**config.mk**
```make
export PLATFORM = sky130hd
export DESIGN_NAME = star_field
export DESIGN_NICKNAME = d
export VERILOG_FILES = /design/src/rtl/star_field_pkg.sv /design/src/rtl/star_lfsr.sv /design/src/rtl/star_field.sv
export SDC_FILE = /design/constraint.sdc
export NUM_CORES = 1
export LEC_CHECK = 0
export ABC_AREA = 1
export CORE_MARGIN = 5
export CORE_UTILIZATION = 54
export DETAILED_ROUTE_END_ITERATION = 8
export PLACE_DENSITY_LB_ADDON = 0.25
export SYNTH_ARGS = -nofsm -noshare
export SYNTH_HDL_FRONTEND = slang
export SYNTH_SLANG_ARGS = --single-unit
```
**constraint.sdc**
```tcl
create_clock -name clk -period 3.2 [get_ports clk]
set_input_delay 0.48 -clock clk [delete_from_list [all_inputs] [get_ports clk]]
set_output_delay 0.48 -clock clk [all_outputs]
set_load 0.02 [all_outputs]
```
**src/rtl/star_field_pkg.sv**
```systemverilog
// star_field_pkg: shared display constants and the row-generator LFSR step
// used by the star field and later random spawners.
package star_field_pkg;

   localparam int H_RES_DEF = 640;   // visible width
   localparam int V_RES_DEF = 480;   // visible height
   localparam int CNT_W     = 11;    // signed hcount/vcount width
   localparam int X_W       = 10;    // star column storage
   localparam int Y_W       = 9;     // star row storage
   localparam int LFSR_W    = 16;

   // Right-shifting Fibonacci form of taps 16,14,13,11: those taps land on
   // bits 0,2,3,5 and the feedback enters at bit 15.
   localparam logic [LFSR_W-1:0] LFSR_TAPS = 16'h002D;

   function automatic logic [LFSR_W-1:0] lfsr_next(input logic [LFSR_W-1:0] s);
      return {^(s & LFSR_TAPS), s[LFSR_W-1:1]};
   endfunction

endpackage

```
**src/rtl/star_lfsr.sv**
```systemverilog
// star_lfsr: 16-bit Fibonacci LFSR, advances only when adv is high.
// SEED must be non-zero or the register locks up at zero.
module star_lfsr
   import star_field_pkg::*;
#(
   parameter logic [LFSR_W-1:0] SEED = 16'hACE1
)(
   input  logic              clk,
   input  logic              rst_n,
   input  logic              adv,
   output logic [LFSR_W-1:0] q
);

   // step the sequence on request, otherwise hold
   always_ff @(posedge clk or negedge rst_n) begin
      if (!rst_n)   q <= SEED;
      else if (adv) q <= lfsr_next(q);
   end

endmodule

```
**src/rtl/star_field.sv**
```systemverilog
// star_field: scrolling star background. Each frame_tick walks the stars one
// per cycle, drifting them left and wrapping them to the right edge at a
// pseudo-random row; the draw path is a registered per-pixel hit test.
// Build option STAR_TWINKLE_EN: each star is also randomly hidden per frame.
module star_field
   import star_field_pkg::*;
#(
   parameter int              NUM_STARS = 8,
   parameter int              STAR_SIZE = 3,
   parameter int              H_RES     = H_RES_DEF,
   parameter int              V_RES     = V_RES_DEF,
   parameter int              MAX_SPEED = 3,
   parameter logic [LFSR_W-1:0] LFSR_SEED = 16'hACE1
)(
   input  logic                    clk,
   input  logic                    rst_n,
   input  logic                    frame_tick,
   input  logic                    blank,
   input  logic signed [CNT_W-1:0] hcount,
   input  logic signed [CNT_W-1:0] vcount,
   output logic                    star,
   output logic                    busy,
   output logic                    overrun
);

   localparam int IW = (NUM_STARS > 1) ? $clog2(NUM_STARS) : 1;

   localparam logic [0:0] IDLE   = 1'b0;
   localparam logic [0:0] UPDATE = 1'b1;

   localparam logic [Y_W-1:0]     Y_LIM  = Y_W'(V_RES - STAR_SIZE);
   localparam logic [Y_W-1:0]     Y_HALF = Y_W'(V_RES / 2);
   localparam logic signed [CNT_W:0] SZ  = (CNT_W+1)'(STAR_SIZE);

   logic [0:0]            state;
   logic [IW-1:0]         idx;
   logic                  upd;
   logic [LFSR_W-1:0]     lfsr;
   logic                  lfsr_unused;
   logic [Y_W-1:0]        y_wrap;
   logic [NUM_STARS-1:0]  hit;
   logic signed [CNT_W:0] hc, vc;

   assign upd  = (state == UPDATE);
   assign busy = upd;

   // one extra sign bit so star bounds up to H_RES-1+STAR_SIZE never overflow
   assign hc = {hcount[CNT_W-1], hcount};
   assign vc = {vcount[CNT_W-1], vcount};

   // only the low row bits (and twinkle bits) are consumed here
   assign lfsr_unused = ^lfsr[LFSR_W-1:Y_W];

   star_lfsr #(.SEED(LFSR_SEED)) u_lfsr (
      .clk   (clk),
      .rst_n (rst_n),
      .adv   (upd),
      .q     (lfsr)
   );

   // wrap row: rows that would put the star off the bottom fold back up by half a screen
   always_comb begin
      y_wrap = lfsr[Y_W-1:0];
      if (y_wrap >= Y_LIM) y_wrap = lfsr[Y_W-1:0] - Y_HALF;
   end

   // update sequencer: one star per cycle, ticks seen while busy are dropped
   always_ff @(posedge clk or negedge rst_n) begin
      if (!rst_n) begin
         state <= IDLE;
         idx   <= '0;
      end else begin
         case (state)
            IDLE: if (frame_tick) begin
               state <= UPDATE;
               idx   <= '0;
            end
            UPDATE: begin
               if (idx == IW'(NUM_STARS-1)) state <= IDLE;
               else                         idx   <= idx + 1'b1;
            end
            default: state <= IDLE;
         endcase
      end
   end

   // sticky flag for a tick that arrived mid-update (including the last cycle)
   always_ff @(posedge clk or negedge rst_n) begin
      if (!rst_n)                  overrun <= 1'b0;
      else if (frame_tick && upd)  overrun <= 1'b1;
   end

   for (genvar i = 0; i < NUM_STARS; i++) begin : g_star
      localparam logic [X_W-1:0] SPD  = X_W'(1 + (i % MAX_SPEED));
      localparam logic [X_W-1:0] X0   = X_W'((i * H_RES) / NUM_STARS);
      localparam logic [Y_W-1:0] Y0   = Y_W'((i * 97 + 13) % (V_RES - STAR_SIZE));
      localparam logic [X_W-1:0] WRAP = X_W'(H_RES) - SPD;

      logic [X_W-1:0]        x;
      logic [Y_W-1:0]        y;
      logic                  sel;
      logic                  vis;
      logic signed [CNT_W:0] xs, ys;

      assign sel = upd && (idx == IW'(i));

      // drift left by this star's speed, or wrap to the right edge at a new row
      always_ff @(posedge clk or negedge rst_n) begin
         if (!rst_n) begin
            x <= X0;
            y <= Y0;
         end else if (sel) begin
            if (x >= SPD) x <= x - SPD;
            else begin
               x <= x + WRAP;
               y <= y_wrap;
            end
         end
      end

`ifdef STAR_TWINKLE_EN
      logic vis_r;
      // re-roll visibility alongside this star's position update
      always_ff @(posedge clk or negedge rst_n) begin
         if (!rst_n)   vis_r <= 1'b1;
         else if (sel) vis_r <= lfsr[15] | lfsr[7];
      end
      assign vis = vis_r;
`else
      assign vis = 1'b1;
`endif

      assign xs = {{(CNT_W+1-X_W){1'b0}}, x};
      assign ys = {{(CNT_W+1-Y_W){1'b0}}, y};

      assign hit[i] = (hc >= xs) && (hc < xs + SZ) &&
                      (vc >= ys) && (vc < ys + SZ) && vis;
   end

   // registered pixel hit, suppressed outside the visible area
   always_ff @(posedge clk or negedge rst_n) begin
      if (!rst_n) star <= 1'b0;
      else        star <= ~blank & (|hit);
   end

endmodule

```
==> results of run 1 <==
[stage by stage]
| stage | TNS [ps] | power [uW] | hold WS (ps) |
|---|---|---|---|
| 2_1_floorplan | 0 | 7630 | 184 |
| 3_3_place_gp | 0 | 8920 | 438 |
| 3_5_place_dp | 0 | 9190 | 443 |
| 4_1_cts | 0 | 11300 | 58.9 |
| 5_1_grt | -3.60 | 12400 | 90.8 |
| 6_report | 0 | 11300 | 25.6 |
[worst max-delay path: stages, from the launching register on]
cell and delay, ps:
dfstp_2 530, inv_1 80, ha_1 240, nor3_2 260, nand3_1 170, nor3_1 230, xor2_1 190, ha_1 270
a21o_1 180, a21oi_1 140, nand3_1 110, nand2_1 90, nand4_1 120, nand2_1 80, nor2_1 40, a21oi_1 130
[flip-flops by register name, indices dropped and copies added (netlist names)]
register	cells
g_star.x	77
g_star.y	72
u_lfsr.q	16
idx	3
busy	1
overrun	1
star	1
[power groups by stage]
| stage | Clock, uW | Sequential [uW] | Combinational [uW] |
|---|---|---|---|
| floorplan | 0 | 3280 | 4350 |
| global placement | 0 | 3460 | 5460 |
| detailed placement | 0 | 3490 | 5700 |
| CTS | 2070 | 3460 | 5760 |
| global route | 2170 | 3550 | 6680 |
| finish | 2030 | 3470 | 5770 |
[layout make-up]
cell class              count  area, um2  area share
multi-input cells        1782      11600       0.619
flip-flops and latches    171       4360       0.232
inverters                 307       1150      0.0615
repair buffers             69        602      0.0320
well taps                 402        503      0.0268
clock buffers              21        460      0.0245
clock inverters            11       87.6     0.00466
[cells in the mapped netlist, types with 6 or more instances]
cell,instances
inv_2,24
nand3_1,143
dfrtp_1,108
buf_2,9
ha_1,342
nor3b_1,7
a21o_1,8
nor2_1,143
nand3b_1,8
inv_1,280
o21ai_0,88
nor3_1,47
o21ai_1,53
clkbuf_1,14
dfstp_2,63
xor2_1,171
o21bai_1,9
a211oi_1,6
a21oi_1,109
nand4_1,51
nand2_1,546
[worst max-delay path by stage]
stage | endpoint | slack, ps | cells after the start | start
2_1_floorplan | star$_DFF_PN0_ | 620 | 17 | g_star[4].y[0]$_DFFE_PN1P_
3_3_place_gp | star$_DFF_PN0_ | 260 | 15 | g_star[0].y[0]$_DFFE_PN1P_
3_5_place_dp | star$_DFF_PN0_ | 220 | 15 | g_star[0].y[0]$_DFFE_PN1P_
4_1_cts | star$_DFF_PN0_ | 210 | 15 | g_star[0].y[0]$_DFFE_PN1P_
5_1_grt | star$_DFF_PN0_ | -4 | 15 | g_star[0].y[0]$_DFFE_PN1P_
6_report | star$_DFF_PN0_ | 270 | 15 | g_star[0].y[0]$_DFFE_PN1P_
[metal layers]
layer / vias up / global-route usage / routed length, um
met1: 7103 / 0.330 / 20300
met4: 6 / 0.0978 / 1570
met5: - / 0 / 36
li1: 7698 / - / -
met3: 104 / 0.0413 / 2410
met2: 363 / 0.433 / 21200
[cell families after synthesis]
kind of cell    share of synthesized area
compound gates                     0.0907
xor+xnor                           0.0883
fa+ha+maj                           0.248
buf+inv                            0.0754
flops                               0.252
mux                              0.000580
simple gates                        0.245
==> flow_metrics.tcl, run 1 <==
set metrics [dict create \
    status "finished, final reports clean" \
    fin_crit_ps 2930 \
    cts_max_level 4 \
    layout.nets 2716 \
    antenna_left 0 \
    worst_clock_skew_ps 12.5 \
    syn_area_um2 17300 \
    synth_seq_cells 171 \
    drt-total-wl_um 45400 \
    yosysWarnings 0 \
    crit_fanout 4 \
    clk_pin_slew_ps 70 \
    die-area_um2 35700 \
    slew_viol_final 0 \
    async_reset_ff_frac 1.00 \
    fillers 2887 \
    final_area_um2 18800 \
    p_sw_uw 5270 \
    cts-resized-gates 0 \
    drive_gt1_frac 0.0805 \
    synth_cell_types 45 \
    grt_max_degree 70 \
    rr_endpoint "star$_DFF_PN0_" \
    final_common_cell "nand2_1" \
    design.core.area_um2 31600 \
    timing.final.ws_setup_ps 267 \
    hold_violations 0 \
    seqPwrFrac 0.308 \
    cap_violations 0 \
    switching_share 0.467 \
    port_buffers 28 \
    peakVddDrop_mv 0.431 \
    r2r_start "g_star[0].y[0]$_DFFE_PN1P_" \
    cts_buffers 17 \
    cts_tree "done" \
    fin_crit_sh 0.916 \
    crit_path_end_kind "register" \
    cp.required_ps 3590 \
    rows 65 \
    yosysTopAreaCell "ha_1" \
    synth_top_area_frac 0.248 \
    die_h_um 189 \
    start_util 0.547 \
    syn-num-nets 2659 \
    synth_edf_count 0 \
    grt_pass1_wl_um 74300 \
    drtIter0Drc 877 \
    slew_headroom 0.468 \
    instances_no_fill 2763 \
    drc_errors 0 \
    post-route-util 0.596 \
    regToRegSetupSlack_ps 270 \
    crit_type "reg -> reg" \
    vias 15300 \
    dp.cells 2731 \
    antenna_found_initial 3 \
    diodes 0 \
    synth_seq_area_share 0.252 \
    place_hpwl_um 33800 \
    syn_avg_cell_area_um2 7.54 \
    intPower_uw 6010 \
    dpl_cell_area_um2 18200 \
    syn2layout_area_growth_pct 8.84 \
    hold_class "in -> async" \
    cts_buffer_depth 2 \
    cp_data_arrival_time_ps 3320 \
    setup_viol 0 \
    max_freq_mhz 341 \
    clock_latency_ps 460 \
    grt_pass1_vias 15000 \
    grt.overflow.total 0 \
    io_pins 29 \
    numClockSinks 171 \
    first_pass_iters 7 \
    hold_buffers 0 \
    synthTopCellsByArea "ha_1, dfrtp_1, nand2_1" \
    synth_cells 2291 \
    via_per_inst 5.53 \
    p_leak_uw 0.00891 \
    power_frac_comb 0.512 \
    rr_worst_depth 15 \
    clock_power_share 0.180 \
    layout_common_cells "nand2_1, ha_1, inv_1, xor2_1" \
    grt_usage 0.256 \
    cp-start-kind "register" \
    gp_congestion 0.904 \
    postCtsSetupBuffers 0 \
    synth_ff_type "dfrtp_1" \
    p_per_area_nw_per_um2 600 \
    worst_slew_pin_slew_ps 797 \
    pre_cts_ws_ps 220 \
    dieWidth_um 189 \
    wl_per_cell_um 16.4 \
    clock-root-buffer "clkbuf_16" \
]
No activity file was read; power rests on OpenSTA's default activity.
==> run 2, diff against run 1 <==
SETUP_SLACK_MARGIN = 0.02   (was default)
==> results of run 2 <==
Same layout as run 1: the final DEF is identical, and so are final timing and power.
==> run 3, diff against run 2 <==
CTS_CLUSTER_SIZE = 24   (was default)
SYNTH_HIERARCHICAL = 1   (was default)
==> run 3 against run 2 <==
Net effect: flip-flop and latch count stayed put; via count grew 0.54%; die area is 0.77% higher; clock-buffer cell count increased by 2; maximum frequency down 1.7%; design area grew 1.2%; clock skew fell by 0.75 ps; sequential power barely moved; critical path depth did not move; critical endpoint unchanged; largest power group unchanged; highest routed layer is now met4.
==> flow_metrics.tcl, run 3 <==
set metrics [dict create \
    status "finished, final reports clean" \
    drc_errors 0 \
    syn2layout_area_growth_pct 9.25 \
    top_regs "g_star.x (77), g_star.y (72), u_lfsr/q (16)" \
    p_leak_uw 0.00900 \
    drtIter0Drc 828 \
    synth_ff_type "dfrtp_1" \
    slew_headroom 0.480 \
    worst_clock_skew_ps 11.8 \
    crit_path_end_kind "register" \
    antenna_found_initial 0 \
    synth_seq_area_share 0.250 \
    grt.overflow.total 0 \
    peakVddDrop_mv 0.477 \
    synth_cell_types 45 \
    die-area_um2 35900 \
    wl_per_cell_um 15.9 \
    numClockSinks 171 \
    crit_fanout 3 \
    worst_slew_pin_slew_ps 777 \
    cp-start-kind "register" \
    synthTopCellsByArea "ha_1, dfrtp_1, nand2_1" \
    yosysWarnings 6 \
    crit_start "g_star[0].y[0]$_DFFE_PN1P_" \
    syn_avg_cell_area_um2 7.48 \
    fin_crit_ps 2980 \
    antenna_left 0 \
    clock-root-buffer "clkbuf_16" \
    design.core.area_um2 31700 \
    syn_area_um2 17400 \
    slew_viol_final 0 \
    crit_type "reg -> reg" \
    synth_seq_cells 171 \
    yosysTopAreaCell "ha_1" \
    r2r_start "g_star[0].y[0]$_DFFE_PN1P_" \
    first_pass_iters 7 \
    syn-num-nets 2693 \
    async_reset_ff_frac 1.00 \
    hold_violations 0 \
    cp_data_arrival_time_ps 3360 \
    total_power_uw 11300 \
    fin_setup_tns_ps 0 \
    hold_class "reg -> reg" \
    cts_max_level 4 \
    regToRegSetupSlack_ps 220 \
    synth_edf_count 0 \
    clk_pin_slew_ps 70 \
    place_hpwl_um 34100 \
    fillers 2881 \
    cts_tree "done" \
    max_freq_mhz 335 \
    rows 65 \
    cts_buffer_depth 2 \
    largest_reg_flops 77 \
    synth_top_area_frac 0.245 \
    layout.nets 2759 \
    grt_pass1_vias 14900 \
    post-route-util 0.600 \
    crit_path_end "star$_DFF_PN0_" \
    dieWidth_um 190 \
    die_h_um 190 \
    fin_crit_sh 0.932 \
    synth_cells 2326 \
    setup_viol 0 \
    rr_endpoint "star$_DFF_PN0_" \
    start_util 0.549 \
    grt_usage 0.251 \
    port_buffers 28 \
    postCtsSetupBuffers 0 \
    yosys-top-cells-count "nand2_1, ha_1, inv_1" \
    grt_pass1_wl_um 74200 \
    diodes 0 \
    gp_congestion 0.889 \
    grt_max_degree 66 \
    layout_common_cells "nand2_1, ha_1, inv_1, xor2_1, nor2_1" \
    synth.most_common_cell "nand2_1" \
    rr_worst_depth 15 \
    vias 15400 \
    cts_buffers 17 \
    via_per_inst 5.47 \
    io_pins 29 \
    cp.required_ps 3570 \
    rsz0062_at_grt "no" \
    p_per_area_nw_per_um2 592 \
    largest_register "g_star.x" \
    drt-total-wl_um 44800 \
    final_common_cell "nand2_1" \
    clock_latency_ps 450 \
    cap_violations 0 \
    drive_gt1_frac 0.0728 \
]
## run 3: kinds of logic after synthesis
group                    Yosys count  share of synthesized area
XOR/XNOR                         173                     0.0870
AO/OA/AOI/OAI                    299                     0.0934
buffers and inverters            355                     0.0796
flip-flops                       171                      0.250
adder cells (fa/ha/maj)          341                      0.245
AND/OR/NAND/NOR                  987                      0.244
## run 3: worst min-delay path by stage
stage | startpoint | endpoint | slack [ps] | depth (start not counted)
finish | u_lfsr/q[10]$_DFFE_PN1P_ | u_lfsr/q[10]$_DFFE_PN1P_ | 460 | 2
global route | u_lfsr/q[10]$_DFFE_PN1P_ | u_lfsr/q[10]$_DFFE_PN1P_ | 500 | 2
CTS | u_lfsr/q[10]$_DFFE_PN1P_ | u_lfsr/q[10]$_DFFE_PN1P_ | 470 | 2
detailed placement | rst_n | g_star[6].x[4]$_DFFE_PN0P_ | 420 | 1
global placement | rst_n | g_star[6].x[4]$_DFFE_PN0P_ | 420 | 1
floorplan | rst_n | busy$_DFF_PN0_ | 180 | 0
## run 3: through the flow
stage	area [um2]	hold slack [ps]	setup WS, ps	instances
after floorplan	17400	184	585	2326
final	19000	464	217	2807
after CTS	19000	468	145	2807
after detailed placement	18400	419	165	2774
after global routing	19000	498	23.2	2807
after global placement	18400	417	143	2774
## run 3: worst max-delay path, cell delays in order (launching register included)
cell,delay [ps]
dfstp_2,550
inv_1,70
ha_1,230
nor3_2,240
nand3_1,150
nor3_1,190
xor2_1,190
ha_1,270
a21o_1,180
a21oi_1,120
nand3_1,140
nand2_1,160
nand4_1,140
nand2_1,110
nor2_1,40
a21oi_1,120
## run 3: routing by layer
layer  vias to the layer above  share of wire  GRT usage
met5                         -              0          0
met4                         0          0.023     0.0718
met3                        69          0.046     0.0361
met2                       313           0.49      0.434
met1                      7182           0.45      0.330
li1                       7793              -          -
## run 3: power breakdown
part / leakage (uW) / internal, uW / switching (uW) / total, uW
registers: 0.00205 / 2750 / 697 / 3450
clock network: 0.000262 / 1130 / 905 / 2040
logic: 0.00669 / 2170 / 3600 / 5770
total: 0.00900 / 6060 / 5200 / 11300
## run 3: layout make-up
cell class / count / area [um2] / area share
clock buffer: 23 / 478 / 0.0251
clock inverter: 9 / 90.1 / 0.00474
inverter: 330 / 1250 / 0.0657
multi-input combinational: 1800 / 11700 / 0.615
sequential: 171 / 4360 / 0.229
tap: 402 / 503 / 0.0264
timing repair buffer: 72 / 652 / 0.0343
## run 3: repair_timing
item / in CTS / in global routing
gates resized for setup: 0 / 5
setup endpoints to repair: 0 / 1
hold endpoints to repair: 30 / 0
hold buffers: 1 / 0
